## src/rtl/udivider_pkg.sv

```systemverilog
// udivider_pkg: shared arithmetic types and constants for the divider datapath.
package udivider_pkg;
  typedef enum logic [1:0] {IDLE, RUN, DONE} state_e;
  localparam int DEF_WIDTH = 32;
  localparam logic [63:0] DIV0_QUOTIENT = '1;
endpackage

```

## src/rtl/udivider_step.sv

```systemverilog
// udivider_step: one radix-2 restoring iteration on the {rem, quo} pair.
module udivider_step
  import udivider_pkg::*;
#(
  parameter int WIDTH = DEF_WIDTH
) (
  input  logic [WIDTH:0]   rem_i,
  input  logic [WIDTH-1:0] quo_i,
  input  logic [WIDTH-1:0] divisor_i,
  output logic [WIDTH:0]   rem_o,
  output logic [WIDTH-1:0] quo_o
);
  logic [WIDTH+1:0] sh, trial;
  // one spare bit on top so the borrow of the trial subtraction is explicit
  assign sh    = {rem_i, quo_i[WIDTH-1]};
  assign trial = sh - {2'b0, divisor_i};
  assign rem_o = trial[WIDTH+1] ? sh[WIDTH:0] : trial[WIDTH:0];
  assign quo_o = {quo_i[WIDTH-2:0], ~trial[WIDTH+1]};
endmodule

```

## src/rtl/udivider.sv

```systemverilog
// udivider: sequential unsigned divider, one restoring quotient bit per clock,
// with start/busy/done handshake and divide-by-zero detection.
module udivider
  import udivider_pkg::*;
#(
  parameter int WIDTH = DEF_WIDTH
) (
  input  logic             clk,
  input  logic             reset,
  input  logic             start,
  input  logic [WIDTH-1:0] in1,
  input  logic [WIDTH-1:0] in2,
  output logic             busy,
  output logic             done,
  output logic [WIDTH-1:0] quotient,
  output logic [WIDTH-1:0] remainder,
  output logic             div_by_zero
);
  localparam int CW = $clog2(WIDTH) + 1;
  state_e           state_q;
  logic [WIDTH:0]   rem_q, rem_d;
  logic [WIDTH-1:0] quo_q, quo_d, div_q, quotient_q, remainder_q;
  logic [CW-1:0]    cnt_q;
  logic             busy_q, done_q, dbz_q;
  udivider_step #(.WIDTH(WIDTH)) u_step (
    .rem_i(rem_q), .quo_i(quo_q), .divisor_i(div_q), .rem_o(rem_d), .quo_o(quo_d)
  );
  always_ff @(posedge clk or posedge reset) begin
    if (reset) begin
      state_q     <= IDLE;
      rem_q       <= '0;
      quo_q       <= '0;
      div_q       <= '0;
      cnt_q       <= '0;
      busy_q      <= 1'b0;
      done_q      <= 1'b0;
      dbz_q       <= 1'b0;
      quotient_q  <= '0;
      remainder_q <= '0;
    end else if (state_q == RUN) begin
      if (div_q == '0) begin
        // quo_q still holds the untouched dividend here
        quotient_q  <= DIV0_QUOTIENT[WIDTH-1:0];
        remainder_q <= quo_q;
        dbz_q       <= 1'b1;
        done_q      <= 1'b1;
        busy_q      <= 1'b0;
        state_q     <= DONE;
      end else begin
        rem_q <= rem_d;
        quo_q <= quo_d;
        cnt_q <= cnt_q - 1'b1;
        if (cnt_q == CW'(1)) begin
          quotient_q  <= quo_d;
          remainder_q <= rem_d[WIDTH-1:0];
          done_q      <= 1'b1;
          busy_q      <= 1'b0;
          state_q     <= DONE;
        end
      end
    end else begin
      done_q <= 1'b0;
      if (start) begin
        quo_q   <= in1;
        div_q   <= in2;
        rem_q   <= '0;
        cnt_q   <= CW'(WIDTH);
        dbz_q   <= 1'b0;
        busy_q  <= 1'b1;
        state_q <= RUN;
      end else begin
        state_q <= IDLE;
      end
    end
  end
  assign busy        = busy_q;
  assign done        = done_q;
  assign quotient    = quotient_q;
  assign remainder   = remainder_q;
  assign div_by_zero = dbz_q;
endmodule

```

## config.mk

```make
export PLATFORM = sky130hd
export DESIGN_NAME = udivider
export DESIGN_NICKNAME = d
export VERILOG_FILES = /design/src/rtl/udivider_pkg.sv /design/src/rtl/udivider_step.sv /design/src/rtl/udivider.sv
export SDC_FILE = /design/constraint.sdc
export NUM_CORES = 1
export LEC_CHECK = 0
export ABC_AREA = 1
export CAP_MARGIN = 10
export CORE_ASPECT_RATIO = 1.1
export CORE_MARGIN = 5
export CORE_UTILIZATION = 56
export DETAILED_ROUTE_END_ITERATION = 10
export GPL_TIMING_DRIVEN = 0
export PLACE_DENSITY = 0.87
export SLEW_MARGIN = 20
export SYNTH_ARGS = -nofsm -noshare
export SYNTH_HDL_FRONTEND = slang
export SYNTH_SLANG_ARGS = --single-unit
```

## constraint.sdc

```tcl
create_clock -name clk -period 6.6 [get_ports clk]
set_clock_uncertainty 0.05 [all_clocks]
set_input_delay 0.66 -clock clk [delete_from_list [all_inputs] [get_ports clk]]
set_output_delay 0.66 -clock clk [all_outputs]
set_load 0.01 [all_outputs]
```

==> summary.txt, run 1 <==
Timing
  – Final setup viols: 0
  – Slew margin rel.: between 50% and 60%
  – Max-slew violations: 0
  – Setup ws final: 3.73 ns
  – RSZ-0062 raised after global routing: false
  – Final TNS setup: 0 ns
  – Period utilization: between 40% and 50%
  – Final hold violations: 0
  – Fmax: ~0.35 GHz
  – Fin crit period: roughly 2.9 ns
  – Worst-margin pin slew: ~0.72 ns

Setup path
  – WP data arrival: 3.20 ns
  – Critical-path cell list: ha_1 -> nand2_1 -> inv_1 -> nand2_1 -> nand2_1 -> nand2_1 -> nand3_2 -> nand2_1 -> nand2_1 -> nand2_2 -> nand2_2 -> nand2_2 -> buf_2 -> nand3_1 -> nand3_1 -> nand2_1 -> nand2_1
  – R2r startpoint: rem_q[2]
  – Top cell by count, worst path: nand2_1
  – WS Path Type: flip-flop to flip-flop
  – CP Launch Point: rem_q[2]
  – Crit path launch type: flip-flop
  – CP max FO: 10
  – Reg2reg setup slack: approximately 3.7 ns
  – CP Capture Type: flip-flop
  – Worst path top cell family by delay: simple AND/OR/NAND/NOR gates
  – Critical path required time: around 6.9 ns
  – Max incr delay on CP: ~0.42 ns
  – CP max-delay cell: dfrtp_1
  – CP Buf/Inv Count: 2

GRT
  – Largest net degree at the start of global routing: around 110
  – Total congestion overflow: 0
  – Initial antenna violation count: 0
  – First-pass GRT wire length: slightly above 50,000 µm
  – Total GRT Usage: 30.5%
  – Vias in the first global route: around 9,900

CTS
  – Root Driver: clkbuf_16
  – Clock Sinks: between 150 and 200
  – Worst skew pair latency: around 0.44 ns
  – H-tree levels: 4
  – Clk slew on worst S/H paths: 0.08 ns
  – CTS buffer count: 17
  – Hold buffer count at CTS: 0
  – TritonCTS clock tree: built
  – Clk buf depth: 2
  – CTS-repair resized insts: 0
  – Setup Fix Bufs, Post-CTS: 0

Synth
  – #FFs+latches synth: between 150 and 200
  – Largest area contributor in the netlist: dfrtp_1
  – Post-synth ARST share: between 90% and 100%
  – Yosys warning total: 0
  – Share of the synthesized area in the top cell type: a little over two fifths
  – Ranking of synthesized cells by area: dfrtp_1 (42%), nand2_1 (20%), inv_1 (7.6%)
  – Register area share after synthesis: 41.9%
  – Main synth FF type: dfrtp_1
  – Syn nets: ~1,600
  – Post-synth EDFFs: 0
  – Mapped Cells: roughly 1,500
  – Area of the mapped netlist: around 10,000 µm²
  – Syn Area/Cell: just under 7 µm²
  – Unique cell type count in the Yosys netlist: 31

Floorplan
  – Die X-Extent: 139 µm
  – Site row count: 51
  – Number of I/O pins: approximately 130
  – Core ar.: 17,800 µm²
  – Starting Density: a little under three fifths
  – Die Ht: roughly 150 µm
  – Die area: 21,100 µm²

Outcome
  – Outcome: completed

Finish
  – Most frequent cells in the layout: nand2_1 (548), inv_1 (205), dfrtp_1 (171)
  – Core Util, Final: 70.1%
  – Non-Filler Instances: roughly 1,900
  – Layout net count: 1,735
  – # diodes: 0
  – Area growth, synth to finish: 22.2%
  – Most common cell after layout, fill and taps aside: nand2_1
  – Share of layout cells above drive strength 1: 4.62%

Routing
  – Vias/cell: 5.44
  – DR DRC count: 0
  – Final wirelength: about 32,000 µm
  – Vias: 10,300
  – WL per Instance: approximately 17 µm
  – Initial DRC Count: about 990
  – Drt first pass iters: 6
  – ANT nets after route: 0

Min path
  – HP Start: remainder[4]
  – HP Class: flip-flop to flip-flop

Flow run
  – # Max-Cap Violations: 0

Placed design
  – Inst Count DP: about 1,900
  – Post-DP HPWL: approximately 25,000 µm
  – Gpl congestion: around 0.97
  – Port bufs: ~130
  – Pre-CTS setup slack: 3.74 ns
layout make-up:
class | count | area [µm²]
Multi-Input combinational cell | 1042 | 4890
Inverter | 210 | 796
Tap cell | 238 | 298
Clock buffer | 17 | 425
Clock inverter | 15 | 175
Sequential cell | 171 | 4280
Fill cell | 1466 | 5320
Timing Repair Buffer | 134 | 1360
Buffer | 57 | 263
worst register-to-register path, cell delays in order (launching register included):
cell and delay, ns:
dfrtp_1 0.42, ha_1 0.38, nand2_1 0.13, inv_1 0.05
nand2_1 0.07, nand2_1 0.05, nand2_1 0.06, nand3_2 0.11
nand2_1 0.15, nand2_1 0.13, nand2_2 0.15, nand2_2 0.08
nand2_2 0.13, buf_2 0.30, nand3_1 0.15, nand3_1 0.20
nand2_1 0.12, nand2_1 0.08
cell families after synthesis:
family	after synthesis	synth area share, %
adders and majority gates	35	4.36
buffers and inverters	267	10.3
xor gates and xnor gates	18	1.54
and+or+nand+nor	793	31.5
DFF	171	41.9
AOI/OAI and AO/OA	196	10.5
Yosys cell counts (all sizes together) (3+ instances only):
cell type / number
o22ai: 3
inv: 210
ha: 34
o21ai: 73
o211ai: 31
nand2: 553
nor4: 4
dfrtp: 171
clkbuf: 29
a21oi: 86
xor2: 15
xnor2: 3
nand3: 130
nand4: 4
nor3: 5
buf: 28
nor2: 94
path summary, 6_finish.rpt:
check | depth (start not counted) | endpoint
worst max-delay path | 17 | remainder[8]
worst min-delay path | 2 | remainder[4]
worst max register to register | 17 | remainder[8]
worst min register to register | 2 | remainder[4]
max in group asynchronous | 3 | rem_q[2]
min in group asynchronous | 2 | quotient[14]
metal layers:
layer  track usage [%]  share of wire, %
met5                 0                 0
met1              40.4                42
met3              4.46               6.3
met2              50.7                48
met4              12.5               3.7
registers in the layout (all words and copies together) (netlist names):
register	cells
rem_q	33
div_by_zero	1
state_q	2
div_q	32
quo_q	32
busy	1
quotient	32
cnt_q	6
remainder	32
metrics by stage:
stage	instance area (µm²)	hold WS [ns]
floorplan	10200	0.396
global placement	11800	0.414
detailed placement	11900	0.415
CTS	12500	0.435
global route	12500	0.465
finish	12500	0.435
Power of run 1 is not shown: default switching activity piles up to over one toggle a cycle in this logic, so the estimate is an artifact.
==> inputs of run 2 (changes only) <==
Clock period 6.6 ns to 2.7 ns, I/O delays scaled along.
==> summary.txt, run 2 (synthesis gave the netlist of run 1 again) <==
Timing
  – Final setup viols: 1 (+1)
  – Final hold violations: 0 (unchanged)
  – Worst hold slack: 0.126 ns (-0.309 ns)
  – Period utilization: 100% (+57 points)
  – Max-slew violations: 0 (unchanged)
  – Fin crit period: 2.71 ns (-0.165 ns)
  – Worst-margin pin slew: 0.665 ns (-0.0508 ns)
  – Slew margin rel.: 55.7% (+3.4 points)
  – RSZ-0062 raised after global routing: false
  – Fmax: 0.370 GHz (+6.1%)
  – Setup ws final: -0.00544 ns (-3.73 ns)

Floorplan
  – Die area: 21,100 µm² (unchanged)
  – Die X-Extent: 139 µm (unchanged)
  – Starting Density: 57.4% (unchanged)
  – Number of I/O pins: 134 (unchanged)
  – Core ar.: 17,800 µm² (unchanged)
  – Site row count: 51 (unchanged)
  – Die Ht: 152 µm (unchanged)

Routing
  – Drt first pass iters: 6 (unchanged)
  – Final wirelength: 33,700 µm (+5.5%)
  – Vias/cell: 5.55 (+2.1%)
  – ANT nets after route: 0 (unchanged)
  – WL per Instance: 17.8 µm (+5.0%)
  – DR DRC count: 0 (unchanged)
  – Initial DRC Count: 990 (-0.20%)
  – Vias: 10,500 (+2.5%)

Outcome
  – Failing checks: negative setup slack
  – Outcome: finished with violations

GRT
  – First-pass GRT wire length: 52,600 µm (+3.2%)
  – Total GRT Usage: 31.6% (+1.2 points)
  – Largest net degree at the start of global routing: 36 (-66%)
  – Total congestion overflow: 0 (unchanged)
  – Initial antenna violation count: 0 (unchanged)
  – Vias in the first global route: 10,100 (+1.9%)

Setup path
  – Max incr delay on CP: 0.39 ns (-0.03 ns)
  – Worst path top cell family by delay: simple AND/OR/NAND/NOR gates
  – CP Launch Point: div_q[8]
  – Critical-path cell list: inv_1 -> nand4_1 -> nor2_1 -> nand3_1 -> nor2_4 -> inv_2 -> nor2_2 -> nor2_1 -> buf_6 -> clkbuf_1 -> nand2_1 -> nand2_1
  – Crit path launch type: flip-flop
  – WP data arrival: 2.99 ns (-0.21 ns)
  – CP Buf/Inv Count: 4 (+2)
  – R2r startpoint: div_q[8]
  – CP Capture Type: flip-flop
  – CP max-delay cell: dfrtp_1
  – WS Path Type: flip-flop to flip-flop
  – Critical path required time: 2.98 ns (-3.95 ns)
  – CP max FO: 10 (unchanged)

Finish
  – Sequential cell area: 4280 µm² (about the same)
  – Layout net count: 1,744 (+0.52%)
  – Most common cell after layout, fill and taps aside: nand2_1
  – Largest reg by FF count: rem_q
  – Filler cells: 1,351 (-7.8%)
  – Share of layout cells above drive strength 1: 8.10% (+3.5 points)
  – Area growth, synth to finish: 27.3%
  – # diodes: 0 (unchanged)
  – Most frequent cells in the layout: nand2_1 (541), inv_1 (204), dfrtp_1 (169)
  – Max FFs per register: 33 (unchanged)
  – Core Util, Final: 73.1% (+2.9 points)
  – Area occupied by multi-input gates: 5250 µm² (+7.3%)

CTS
  – H-tree levels: 4 (unchanged)
  – Clk buf depth: 2 (unchanged)
  – Hold buffer count at CTS: 0 (unchanged)
  – Worst skew pair latency: 0.44 ns (about the same)
  – TritonCTS clock tree: built
  – CTS buffer count: 17 (unchanged)
  – Root Driver: clkbuf_16
  – Clk slew on worst S/H paths: 0.08 ns (about the same)
  – Clock Sinks: 171 (unchanged)

Placed design
  – Post-DP HPWL: 25,600 µm (+3.0%)
  – Port bufs: 133 (unchanged)
  – Gpl congestion: 0.979 (+0.54%)

Flow run
  – # Max-Cap Violations: 0 (unchanged)

Min path
  – HP Class: input port to async pin
run 2: worst paths after layout:
| path | slack (ns) | endpoint | cells past startpoint |
|---|---|---|---|
| hold reg to reg | 0.43 | remainder[9] | 2 |
| setup / recovery | -0.005 | remainder[18] | 12 |
| hold / removal | 0.13 | quotient[19] | 2 |
| min in group clk | 0.33 | div_q[0] | 3 |
| setup reg to reg | -0.005 | remainder[18] | 12 |
| max in group asynchronous | 1.51 | div_q[6] | 5 |
run 2: per-stage QoR:
step	TNS [ns]	setup slack, ns	cell area, µm²	cells
2_1_floorplan	0	0.197	10200	1480
3_3_place_gp	-197.00	-1.16	11900	1851
3_5_place_dp	-1.44	-0.190	12000	1856
4_1_cts	0	0.00000799	12700	1889
5_1_grt	0	0.00424	13000	1893
6_report	-0.00544	-0.00544	13000	1893
run 2: layout make-up:
class                   instances  share of cell area (%)
multi-input cells            1042                    40.3
flip-flops and latches        171                    32.9
repair buffers                143                    11.4
inverters                     210                    6.09
clock buffers                  18                    3.30
plain buffers                  57                    2.38
well taps                     238                    2.29
clock inverters                14                    1.34
run 2: layer usage:
metal / routed length [µm] / GRT usage [%] / vias up / part of all wire (%)
li1: - / - / 4978 / -
met1: 13700 / 41.4 / 4955 / 41
met2: 16300 / 52.7 / 482 / 48
met3: 2420 / 5.52 / 100 / 7.2
met4: 1300 / 12.8 / 0 / 3.9
met5: 0 / 0 / - / 0
run 2: timing repair:
action | CTS | global route
setup endpoints to repair | 24 | 89
pin swaps | 2 | 2
gates resized for setup | 25 | 58
setup buffers | 1 | 4
Power of run 2 is left out for the same reason.
